$ cat src/rtl/count_display_pkg.sv
// Shared definitions for count_display: conversion FSM encoding and 7-segment glyphs.
// Segment bit order is gfedcba with bit 0 = a, active high.
package count_display_pkg;

  typedef enum logic [0:0] {
    StIdle    = 1'b0,
    StConvert = 1'b1
  } state_e;

  localparam logic [6:0] Seg0     = 7'h3F;
  localparam logic [6:0] Seg1     = 7'h06;
  localparam logic [6:0] Seg2     = 7'h5B;
  localparam logic [6:0] Seg3     = 7'h4F;
  localparam logic [6:0] Seg4     = 7'h66;
  localparam logic [6:0] Seg5     = 7'h6D;
  localparam logic [6:0] Seg6     = 7'h7D;
  localparam logic [6:0] Seg7     = 7'h07;
  localparam logic [6:0] Seg8     = 7'h7F;
  localparam logic [6:0] Seg9     = 7'h6F;
  localparam logic [6:0] SegBlank = 7'h00;

endpackage

$ cat src/rtl/seg7_decode.sv
// Combinational BCD-to-7-segment decoder; non-decimal nibbles render blank.
module seg7_decode
  import count_display_pkg::*;
(
  input  logic [3:0] digit_i,
  output logic [6:0] seg_o
);

  always_comb begin
    seg_o = SegBlank;
    case (digit_i)
      4'd0:    seg_o = Seg0;
      4'd1:    seg_o = Seg1;
      4'd2:    seg_o = Seg2;
      4'd3:    seg_o = Seg3;
      4'd4:    seg_o = Seg4;
      4'd5:    seg_o = Seg5;
      4'd6:    seg_o = Seg6;
      4'd7:    seg_o = Seg7;
      4'd8:    seg_o = Seg8;
      4'd9:    seg_o = Seg9;
      default: seg_o = SegBlank;
    endcase
  end

endmodule

$ cat src/rtl/count_display.sv
// Binary-to-BCD converter (serial double dabble, one bit per cycle) feeding a
// continuously multiplexed 7-segment display driver.
module count_display
  import count_display_pkg::*;
#(
  parameter int unsigned N           = 4,
  parameter int unsigned DIGITS      = 2,
  parameter int unsigned REFRESH_DIV = 4
) (
  input  logic                clock,
  input  logic                reset,
  input  logic [N-1:0]        count,
  input  logic                load,
  output logic                busy,
  output logic                done,
  output logic [4*DIGITS-1:0] bcd,
  output logic [DIGITS-1:0]   digit_sel,
  output logic [6:0]          seg
);

  localparam int unsigned BcdW   = 4 * DIGITS;
  localparam int unsigned CntW   = $clog2(N + 1);
  localparam int unsigned PrescW = (REFRESH_DIV > 1) ? $clog2(REFRESH_DIV) : 1;
  localparam int unsigned IdxW   = (DIGITS > 1) ? $clog2(DIGITS) : 1;

  state_e            state_q, state_d;
  logic [N-1:0]      shift_q, shift_d;
  logic [BcdW-1:0]   scratch_q, scratch_d;
  logic [BcdW-1:0]   scratch_adj;
  logic [BcdW-1:0]   bcd_q, bcd_d;
  logic [CntW-1:0]   iter_q, iter_d;
  logic              done_q, done_d;

  logic [PrescW-1:0] presc_q, presc_d;
  logic [IdxW-1:0]   idx_q, idx_d;
  logic [DIGITS-1:0] digit_sel_q, digit_sel_d;
  logic [6:0]        seg_q, seg_d;
  logic [3:0]        nibble;

  // Add-3 correction on every nibble that would overflow a decimal digit after the shift.
  always_comb begin
    scratch_adj = scratch_q;
    for (int i = 0; i < int'(DIGITS); i++) begin
      if (scratch_q[4*i +: 4] >= 4'd5) begin
        scratch_adj[4*i +: 4] = scratch_q[4*i +: 4] + 4'd3;
      end
    end
  end

  always_comb begin
    state_d   = state_q;
    shift_d   = shift_q;
    scratch_d = scratch_q;
    iter_d    = iter_q;
    bcd_d     = bcd_q;
    done_d    = 1'b0;
    unique case (state_q)
      StIdle: begin
        if (load) begin
          shift_d   = count;
          scratch_d = '0;
          iter_d    = CntW'(N);
          state_d   = StConvert;
        end
      end
      StConvert: begin
        scratch_d = {scratch_adj[BcdW-2:0], shift_q[N-1]};
        shift_d   = shift_q << 1;
        iter_d    = iter_q - CntW'(1);
        if (iter_q == CntW'(1)) begin
          bcd_d   = scratch_d;
          done_d  = 1'b1;
          state_d = StIdle;
        end
      end
      default: state_d = StIdle;
    endcase
  end

  // Display mux looks at the next digit index so seg and digit_sel move together.
  always_comb begin
    presc_d = presc_q + PrescW'(1);
    idx_d   = idx_q;
    if (presc_q == PrescW'(REFRESH_DIV - 1)) begin
      presc_d = '0;
      idx_d   = (idx_q == IdxW'(DIGITS - 1)) ? '0 : idx_q + IdxW'(1);
    end
    nibble      = 4'd0;
    digit_sel_d = '0;
    for (int i = 0; i < int'(DIGITS); i++) begin
      if (idx_d == IdxW'(i)) begin
        nibble         = bcd_q[4*i +: 4];
        digit_sel_d[i] = 1'b1;
      end
    end
  end

  seg7_decode u_seg7_decode (
    .digit_i(nibble),
    .seg_o  (seg_d)
  );

  always_ff @(posedge clock or posedge reset) begin
    if (reset) begin
      state_q     <= StIdle;
      shift_q     <= '0;
      scratch_q   <= '0;
      bcd_q       <= '0;
      iter_q      <= '0;
      done_q      <= 1'b0;
      presc_q     <= '0;
      idx_q       <= '0;
      digit_sel_q <= DIGITS'(1);
      seg_q       <= Seg0;
    end else begin
      state_q     <= state_d;
      shift_q     <= shift_d;
      scratch_q   <= scratch_d;
      bcd_q       <= bcd_d;
      iter_q      <= iter_d;
      done_q      <= done_d;
      presc_q     <= presc_d;
      idx_q       <= idx_d;
      digit_sel_q <= digit_sel_d;
      seg_q       <= seg_d;
    end
  end

  assign busy      = (state_q == StConvert);
  assign done      = done_q;
  assign bcd       = bcd_q;
  assign digit_sel = digit_sel_q;
  assign seg       = seg_q;

endmodule

$ cat config.mk
export PLATFORM = sky130hd
export DESIGN_NAME = count_display
export DESIGN_NICKNAME = d
export VERILOG_FILES = /design/src/rtl/count_display_pkg.sv /design/src/rtl/seg7_decode.sv /design/src/rtl/count_display.sv
export SDC_FILE = /design/constraint.sdc
export NUM_CORES = 1
export LEC_CHECK = 0
export ABC_AREA = 1
export BUFFER_PORTS_ARGS = -buffer_cell sky130_fd_sc_hd__buf_2
export CORE_MARGIN = 5
export CORE_UTILIZATION = 55
export CTS_CLUSTER_DIAMETER = 80
export DETAILED_ROUTE_END_ITERATION = 7
export PLACE_DENSITY = 0.89
export SLEW_MARGIN = 20
export SYNTH_ARGS = -nofsm -noshare
export SYNTH_HDL_FRONTEND = slang
export SYNTH_SLANG_ARGS = --single-unit
$ cat constraint.sdc
create_clock -name clock -period 1.9 [get_ports clock]
set_clock_uncertainty 0.2 [all_clocks]
set_input_delay 0.19 -clock clock [delete_from_list [all_inputs] [get_ports clock]]
set_output_delay 0.19 -clock clock [all_outputs]
set_load 0.02 [all_outputs]
Yosys cells after proc, flatten, opt, wreduce, memory -nomap -nowiden

Memory sizes are Yosys's and may differ from the RTL's. A register that Yosys moved wholly into a read port is not among the register bits.
Index checks and enable logic that the tools add are counted.

Add/subtract/negate cells: 5
$mul: 0
Div/mod/pow operators: 0
$lt $le $gt $ge: 2
Equality and inequality tests: 3
Shifts and indexed selects: 0
Multiplexer cells: 19
Bitwise operators: 1
Reduce and logical (&&, ||, !) cells: 1

Operator list:

| kind                                                 | number |
|---|---|
| one-hot mux 8 bit (2 select lines)                   | 1 |
| two-way mux 4 bit                                    | 3 |
| >= comparator 4 x 3 -> 1 bit (second input constant) | 2 |
| two-way mux 1 bit                                    | 8 |
| two-way mux 8 bit                                    | 1 |
| one-hot mux 4 bit (2 select lines)                   | 1 |
| two-way mux 3 bit                                    | 2 |
| one-hot mux 3 bit (2 select lines)                   | 1 |
| adder 4 x 2 -> 4 bit (second input constant)         | 1 |
| adder 3 x 2 -> 3 bit (second input constant)         | 1 |
| equality test 3 x 1 -> 1 bit (second input constant) | 1 |
| subtractor 3 x 1 -> 3 bit (second input constant)    | 1 |
| adder 2 x 1 -> 2 bit (second input constant)         | 1 |
| equality test 2 bit (second input constant)          | 1 |
| two-way mux 2 bit                                    | 1 |
| != test 2 bit (second input constant)                | 1 |
| one-hot mux 1 bit (2 select lines)                   | 1 |
| AND reduction 2 bit                                  | 1 |
| adder 1 bit (second input constant)                  | 1 |
| NOT 1 bit                                            | 1 |

Register bits after elaboration: 30
Latch bits: 0
Bits in writable memories: 0
ROM bits: 112
Bits of input ports: 7
Output and inout port bits: 19
Logic and storage cells: 41
Memories kept: 1

Memory list:

| memory          | depth | width | read ports | clocked after memory_dff | wr ports | line              | RTL |
|---|---|---|---|---|---|---|---|
| (no name shown) | 16    | 7     | 1          | 1                        | 0        | seg7_decode.sv:11 | `case (digit_i)` |

Depth between registers and ports, before layout

Gate-level depths: netlist of the first run.

Depth in word-level cells: 4
Depth in mapped cells: 12
Mapped depth without buffers: 12

Hierarchy

From an unflattened synthesis of the first run, not the netlist that was laid out.

Cells, all modules: 204
Area total of the unflattened synthesis: 1754.2 um^2

By module, submodules not included:

| module        | times used | cells each | area each (um^2) | seq. area each (um^2) |
|---|---|---|---|---|
| count_display | 1          | 165        | 1544.0           | 909.6 |
| seg7_decode   | 1          | 39         | 210.2            | 0.0 |

Least setup slack after synthesis of the first run

No wires, ideal clock.

Kind: reg2reg
From: register presc_q[0]
To: register seg_q[3], in the netlist seg[3]
Library setup time: 0.078 ns
Arrival time: 1.445 ns
Required time: 1.622 ns
Slack: 0.177 ns
Stages on the path, launching flop included: 11
Path buffers: 0
Period minus slack after synthesis: 1.723 ns
Path through: dfrtp_1 ha_1 nand2_1 nand3_1 nand2_2 inv_2 ha_1 nand2_1 nand2_1 nand2_1 nand2_1

Cells in the longest elaborated chain, start to end: 3

Ends and longest elaborated chain:

| what                   | line                 | RTL |
|---|---|---|
| from (decl)            | count_display.sv:34  | `logic [PrescW-1:0] presc_q, presc_d;` |
| from (signal assigned) | count_display.sv:122 | `presc_q <= presc_d;` |
| equality test 2 bit    | count_display.sv:84  | `if (presc_q == PrescW'(REFRESH_DIV - 1)) begin` |
| two-way mux 1 bit      | count_display.sv:84  |  |
| two-way mux 4 bit      | count_display.sv:91  | `if (idx_d == IdxW'(i)) begin` |
| to (decl)              | count_display.sv:37  | `logic [6:0] seg_q, seg_d;` |

Every way passes these cells.
A chain may end at the register's enable or synchronous reset.

Worst setup path after layout of the first run

From: register presc_q[0]
To: register seg_q[0], in the netlist seg[0]

Same word-level chain as after synthesis.

==> summary.md, run 1 <==
| Metric | Value |
|---|---|
| Worst R2R Setup Slack | about 120 ps |
| Cell count after placement | between 200 and 300 |
| Largest net degree at the start of global routing | 37 |
| Post-Route WL | approximately 3.6 mm |
| Top FF cell, synth | dfrtp_1 |
| Worst-Margin Slew | 429 ps |
| CP endpoint kind | flop |
| Fmax | roughly 560 MHz |
| Unrepaired setup endpoints after global routing | no |
| Initial drt markers | roughly 120 |
| Final setup TNS | 0 ps |
| Synth Cell Area | about 0.0017 mm² |
| Post-synth top cells | 49 x nand2_1, 29 x dfrtp_1, 29 x inv_1, 21 x o21ai_0, 18 x nand3_1 |
| Post-Syn Nets | around 210 |
| Critical Path Sink | seg[0]$_DFF_PP1_ |
| # IOs | 26 |
| Reg2reg start | presc_q[0]$_DFF_PP0_ |
| DR DRC count | 0 |
| Post-Synthesis Cells | a little under 200 |
| TritonRoute pass-1 iters | 4 |
| Synthesized flop and latch total | 36 |
| R2R cell count | 11 |
| Net count, final | 255 |
| FP Rows | 20 |
| Utilization after layout | between 60% and 70% |
| Buffers on Ports | 25 |
| DR vias | about 1,500 |
| Power density over cell area | roughly 1600 mW/mm² |
| Max Slew Vio Count | 0 |
| CTS buffer count | 5 |
| Main area contributors after synthesis | dfrtp_1 43%, dfstp_2 11%, nand2_1 11% |
| Slew HR | between 70% and 80% |
| Total grt overflow | 0 |
| Initial antenna violation count | 0 |
| Syn Area/Cell | between 8 and 9 µm² |
| Critical path origin | presc_q[0]$_DFF_PP0_ |
| Peak VDD IR | 813 µV |
| CTS tree | done |
| CTS HTree Levels | 2 |
| Vias in the first global route | approximately 1,400 |
| Final Critical Period | between 1500 and 2000 ps |
| Area Overhead vs Synth | 21.0% |
| Leakage | 1.08 nW |
| Post-DP HPWL | 2.39 mm |
| Wire length per cell | 13.0 µm |
| Clock sink count | 36 |
| Worst skew pair latency | 350 ps |
| Gpl congestion | between 0.9 and 1 |
| Die Ht | ~66 µm |
| End of the worst register-to-register path | seg[0]$_DFF_PP1_ |
| EDFF count, synth | 0 |
| Critical path startpoint category | flop |
| Post-synth top area share | between 40% and 50% |
| Crit-path max FO | 5 |
| Starting Density | around 57% |
| Setup violations, final | 0 |
| Design Power | approximately 0.0034 W |
| Netlist cell types | 21 |
| Final hold vios | 0 |
| Critical Path RT | 1990 ps |
| Clk root buf | clkbuf_4 |
| Worst Hold Class | primary input to asynchronous set/reset pin |
| Core ar. | 0.00300 mm² |
| Worst-path clk slew | ~110 ps |
| Final Non-Filler Cells | 273 |
| Deepest clock path buffer count | 2 |
| Area leader, netlist | dfrtp_1 |
| Register area share after synthesis | 53.3% |
| Crit path kind | flop to flop |
| Tcrit/Tclk final | 93.7% |
| # diodes | 0 |
| Die W | 65.7 µm |
| Crit path DAT | between 1500 and 2000 ps |
| Share of cells above drive strength 1 | about a quarter |
| Ys Warns | 0 |
| MaxCap Viol Count | 0 |
| Via density | around 5.3 |
| All-layer global routing usage | approximately 18% |
| Status | completed |
| Global-route wire length before repair | 5.92 mm |
| DRT antenna net count | 0 |
| Top-count cell post-synth | nand2_1 |
| Die area | approximately 0.0043 mm² |
| Async SR Flop Fraction | 100% |
[per-stage QoR]
stage	instance area (µm²)	worst slack [ps]	hold WS, ps
2_1_floorplan	1710	177	110
3_3_place_gp	1880	105	105
3_5_place_dp	1880	25.4	111
4_1_cts	1990	5.61	236
5_1_grt	2060	7.17	337
6_report	2060	120	268
[flip-flops by register name, indices dropped and copies added, names as in the netlist, 2 cells and up]
name	cells
presc_q	2
seg	7
digit_sel	2
bcd	8
iter_q	3
scratch_q	8
shift_q	4
[routing by layer]
metal | vias to the layer above | part of all wire, % | GRT usage (%)
met5 | - | 0 | 0
met4 | 0 | 1.7 | 10.1
met1 | 680 | 41 | 19.9
met2 | 48 | 51 | 31.8
met3 | 7 | 5.8 | 4.62
li1 | 719 | - | -
[layout by cell type, fill, tap and decap left out, types with 2 or more instances in the layout]
cell type      Yosys  routed
clkbuf_1           0       2
nand2_2            6       5
inv_1             29      28
dlygate4sd3_1      0       6
ha_1               9       8
dfstp_2            7       7
nand3_1           18      15
inv_2              3       3
nor2_1            11      11
o22ai_1            4       4
nand3_2            0       3
nand2_1           49      47
buf_2              2      25
dfrtp_1           29      29
o21ai_0           21      20
xor2_1             2       2
buf_4              1       6
a21oi_2            1       2
o21ai_1            1       2
nand2_4            0       3
clkbuf_4           0       5
[worst max-delay path: stages, from the launching register on]
cell	delay (ps)
dfrtp_1	420
ha_4	200
inv_4	80
nand2_4	70
nand3_2	90
nand2_2	100
ha_1	220
inv_1	70
nand3_2	80
nand2_1	60
inv_1	40
a21oi_2	100
[cell type report]
cell class / instances / area, µm²
inverter: 32 / 123
clock buffer: 7 / 45.0
multi-input combinational: 127 / 711
clock inverter: 1 / 5.00
timing repair buffer: 37 / 230
tap: 33 / 41.3
fill: 220 / 938
sequential: 36 / 910
[how the worst min path moves through the flow]
stage / from / slack, ps / cells past startpoint / end
3_3_place_gp: reset / 100 / 3 / bcd[3]$_DFFE_PP0P_
6_report: reset / 270 / 4 / digit_sel[1]$_DFF_PP0_
3_5_place_dp: reset / 110 / 3 / scratch_q[3]$_DFFE_PP0P_
4_1_cts: presc_q[0]$_DFF_PP0_ / 240 / 1 / presc_q[0]$_DFF_PP0_
2_1_floorplan: count[1] / 110 / 2 / shift_q[1]$_DFFE_PP0P_
5_1_grt: reset / 340 / 4 / bcd[4]$_DFFE_PP0P_
[power breakdown]
part	leakage, nW	switching (W)	internal (W)
combinational	0.619	0.00108	0.000586
clock	0.0293	0.000241	0.000144
sequential	0.436	0.000203	0.00113
[cell families (layout without fill, tap and decap cells)]
kind of cell / count (synthesis) / after routing / synth area share (%)
AOI/OAI and AO/OA: 30 / 30 / 9.68
xor gates and xnor gates: 2 / 2 / 1.03
adders and majority gates: 9 / 9 / 6.60
buffers and inverters: 35 / 77 / 8.06
DFF: 36 / 36 / 53.3
and+or+nand+nor: 86 / 86 / 21.3
[repair_timing]
item / in CTS / in global routing
gates resized for setup: 1 / 13
hold buffers: 6 / 0
setup buffers: 0 / 3
pin swaps: 0 / 3
setup endpoints to repair: 1 / 7
endpoints found under the hold margin: 35 / 0
No activity file was read; power rests on OpenSTA's default activity.
==> inputs of run 2 (changes only) <==
CELL_PAD_IN_SITES_DETAIL_PLACEMENT = 0   (was unset)
CELL_PAD_IN_SITES_GLOBAL_PLACEMENT = 1   (was unset)
CORE_UTILIZATION = 45   (was 55)
PLACE_DENSITY = 0.94   (was 0.89)
clock period = 2.14 ns   (was 1.9 ns; I/O delays follow)
==> run 2 against run 1 <==
  * Largest power group unchanged
  * Critical path type unchanged
  * Clock-buffer cell count down 1
  * Design area down 1.2%
  * Clock power up 25%
  * Sequential share of layout area up 0.54 points
==> summary.md, run 2 (synthesized netlist as in run 1, its figures left out) <==
| Metric | Value |
|---|---|
| Status | completed |
| All-layer global routing usage | 14.4% (-3.8 points) |
| Sequential power share | 38.5% (-1.0 points) |
| Worst Hold Depth | 3 |
| Reg2reg start | presc_q[0]$_DFF_PP0_ |
| Vias in the first global route | 1,323 (-4.1%) |
| Switching pwr | 0.00130 W (-15%) |
| Initial drt markers | 53 (-55%) |
| CTS HTree Levels | 2 (unchanged) |
| Power density over cell area | 1490 mW/mm² (-8.8%) |
| Commonest cells after routing, fill and taps aside | 49 x nand2_1, 29 x inv_1, 29 x dfrtp_1 |
| TritonRoute pass-1 iters | 4 (unchanged) |
| Share of cells above drive strength 1 | 22.5% (-3.4 points) |
| Die Ht | 71.6 µm (+8.9%) |
| Via density | 4.70 (-12%) |
| Initial antenna violation count | 0 (unchanged) |
| Post-Route WL | 3.18 mm (-11%) |
| Worst R2R Setup Slack | 280 ps (+160 ps) |
| Commonest non-fill, non-tap cell in the layout | nand2_1 |
| Core ar. | 0.00366 mm² (+22%) |
| GR Layer Usage met2 | 24.1% (-7.7 points) |
| Critical path startpoint category | flop |
| Clk root buf | clkbuf_8 |
| Power share of the clock group | 15.8% (+4.4 points) |
| Setup violations, final | 0 (unchanged) |
| DR DRC count | 0 (unchanged) |
| Die W | 71.6 µm (+8.9%) |
| Fmax | 538 MHz (-4.3%) |
| Post-DP HPWL | 2.39 mm (about the same) |
| # IOs | 26 (unchanged) |
| Max Slew Vio Count | 0 (unchanged) |
| Largest net degree at the start of global routing | 37 (unchanged) |
| Fillers | 352 (+60%) |
| Worst skew pair latency | 280 ps (-70 ps) |
| Worst-Margin Slew | 434 ps (+4.28 ps) |
| Met3 Use GR | 5.19% (+0.57 points) |
| DR vias | 1,335 (-8.2%) |
| Final setup TNS | 0 ps (unchanged) |
| Die area | 0.00512 mm² (+19%) |
| Clock sink count | 36 (unchanged) |
| End of the worst register-to-register path | seg[0]$_DFF_PP1_ |
| Total grt overflow | 0 (unchanged) |
| Smallest hold slack | 114 ps (-154 ps) |
| Critical Path RT | 2160 ps (+170 ps) |
| Gr busiest metal | met2 |
| Hold Path End | shift_q[0]$_DFFE_PP0P_ |
| MaxCap Viol Count | 0 (unchanged) |
| Net count, final | 251 (-1.6%) |
| Gpl congestion | 0.809 (-15%) |
| # diodes | 0 (unchanged) |
| Area Overhead vs Synth | 19.5% |
| Global-route wire length before repair | 5.75 mm (-2.9%) |
| Wire length per cell | 11.2 µm (-14%) |
| CP endpoint kind | flop |
| Slew HR | 71.1% (-0.29 points) |
| Comb pwr share | 45.7% (-3.5 points) |
| Hold Startpoint | load |
| Tcrit/Tclk final | 86.9% (-6.8 points) |
| Total setup buffers inserted after CTS | 0 (unchanged) |
| CTS buffer count | 5 (unchanged) |
| Switch share | 42.7% (-2.3 points) |
| FP Rows | 22 (+10%) |
| Peak VDD IR | 758 µV (-6.8%) |
| CTS tree | done |
| Crit path DAT | 1880 ps (about the same) |
| R2R cell count | 11 (unchanged) |
| P_int | 0.00175 W (-6.2%) |
| Starting Density | 46.6% (-10 points) |
| Final Critical Period | 1860 ps (+80.3 ps) |
| Deepest clock path buffer count | 2 (unchanged) |
| Worst-path clk slew | 70 ps (-40 ps) |
| Leakage | 1.07 nW (-1.4%) |
| DRT antenna net count | 0 (unchanged) |
| Unrepaired setup endpoints after global routing | no |
| Met1 usage | 16.5% (-3.4 points) |
| Final hold vios | 0 (unchanged) |
| Worst Hold Class | primary input to flop |
| Crit-path max FO | 5 (unchanged) |
| Buffers on Ports | 25 (unchanged) |
| Crit path kind | flop to flop |
run 2: cell count changes in the layout (fill, tap and decap cells not counted), moves of 2 or more:
cell	delta
clkbuf_8	+6
clkbuf_1	-2
buf_4	-3
nand3_1	+3
nand3_2	-3
nand2_4	-3
clkbuf_4	-5
nand2_1	+2
run 2: power by group through the flow:
| stage | clock (W) | sequential, W | combinational, W |
|---|---|---|---|
| 3_5_place_dp | 0 | 0.00119 | 0.00140 |
| 2_1_floorplan | 0 | 0.00134 | 0.000855 |
| 3_3_place_gp | 0 | 0.00119 | 0.00138 |
| 6_report | 0.000480 | 0.00117 | 0.00139 |
| 5_1_grt | 0.000554 | 0.00122 | 0.00160 |
| 4_1_cts | 0.000509 | 0.00118 | 0.00141 |
run 2: worst max-delay path, cell delays in order, from the launching register on:
cell,delay [ps]
dfrtp_1,380
ha_1,250
nand2_1,150
nand3_1,100
nand2_1,110
inv_1,80
ha_1,170
inv_1,50
nand3_1,90
nand2_1,70
inv_1,40
a21oi_1,110
run 2: how the worst max path moves through the flow:
stage / endpoint / start / slack, ps
finish: seg[0]$_DFF_PP1_ / presc_q[0]$_DFF_PP0_ / 280
global route: seg[0]$_DFF_PP1_ / presc_q[0]$_DFF_PP0_ / 70
CTS: seg[0]$_DFF_PP1_ / presc_q[0]$_DFF_PP0_ / 280
detailed placement: seg[0]$_DFF_PP1_ / presc_q[0]$_DFF_PP0_ / 290
global placement: seg[0]$_DFF_PP1_ / presc_q[0]$_DFF_PP0_ / 330
floorplan: seg[3]$_DFF_PP1_ / presc_q[0]$_DFF_PP0_ / 420
run 2: stage by stage:
stage	instances	area [µm²]	setup slack [ps]	total power, W	utilization, %
floorplan	198	1710	417	0.00219	-
global placement	271	1900	329	0.00256	51.8
detailed placement	271	1900	294	0.00259	51.8
CTS	284	2040	275	0.00310	55.7
global route	284	2040	69.0	0.00337	55.7
finish	284	2040	280	0.00305	55.7
run 2: cell type report:
cell class | count | area (µm²) | area share, %
multi-input combinational | 127 | 659 | 32.3
inverter | 32 | 120 | 5.89
clock buffer | 6 | 82.6 | 4.05
clock inverter | 2 | 10.0 | 0.491
timing repair buffer | 33 | 198 | 9.69
sequential | 36 | 910 | 44.6
tap | 48 | 60.1 | 2.94
run 2: layer usage:
metal	vias to the layer above	routed length [µm]
li1	702	-
met1	600	1390
met2	25	1520
met3	8	181
met4	0	78
met5	-	0
run 2: what timing repair did:
action | CTS | global route
endpoints found under the hold margin | 33 | 0
setup endpoints to repair | 0 | 0
hold buffers | 5 | 0
resized for setup | 0 | 0
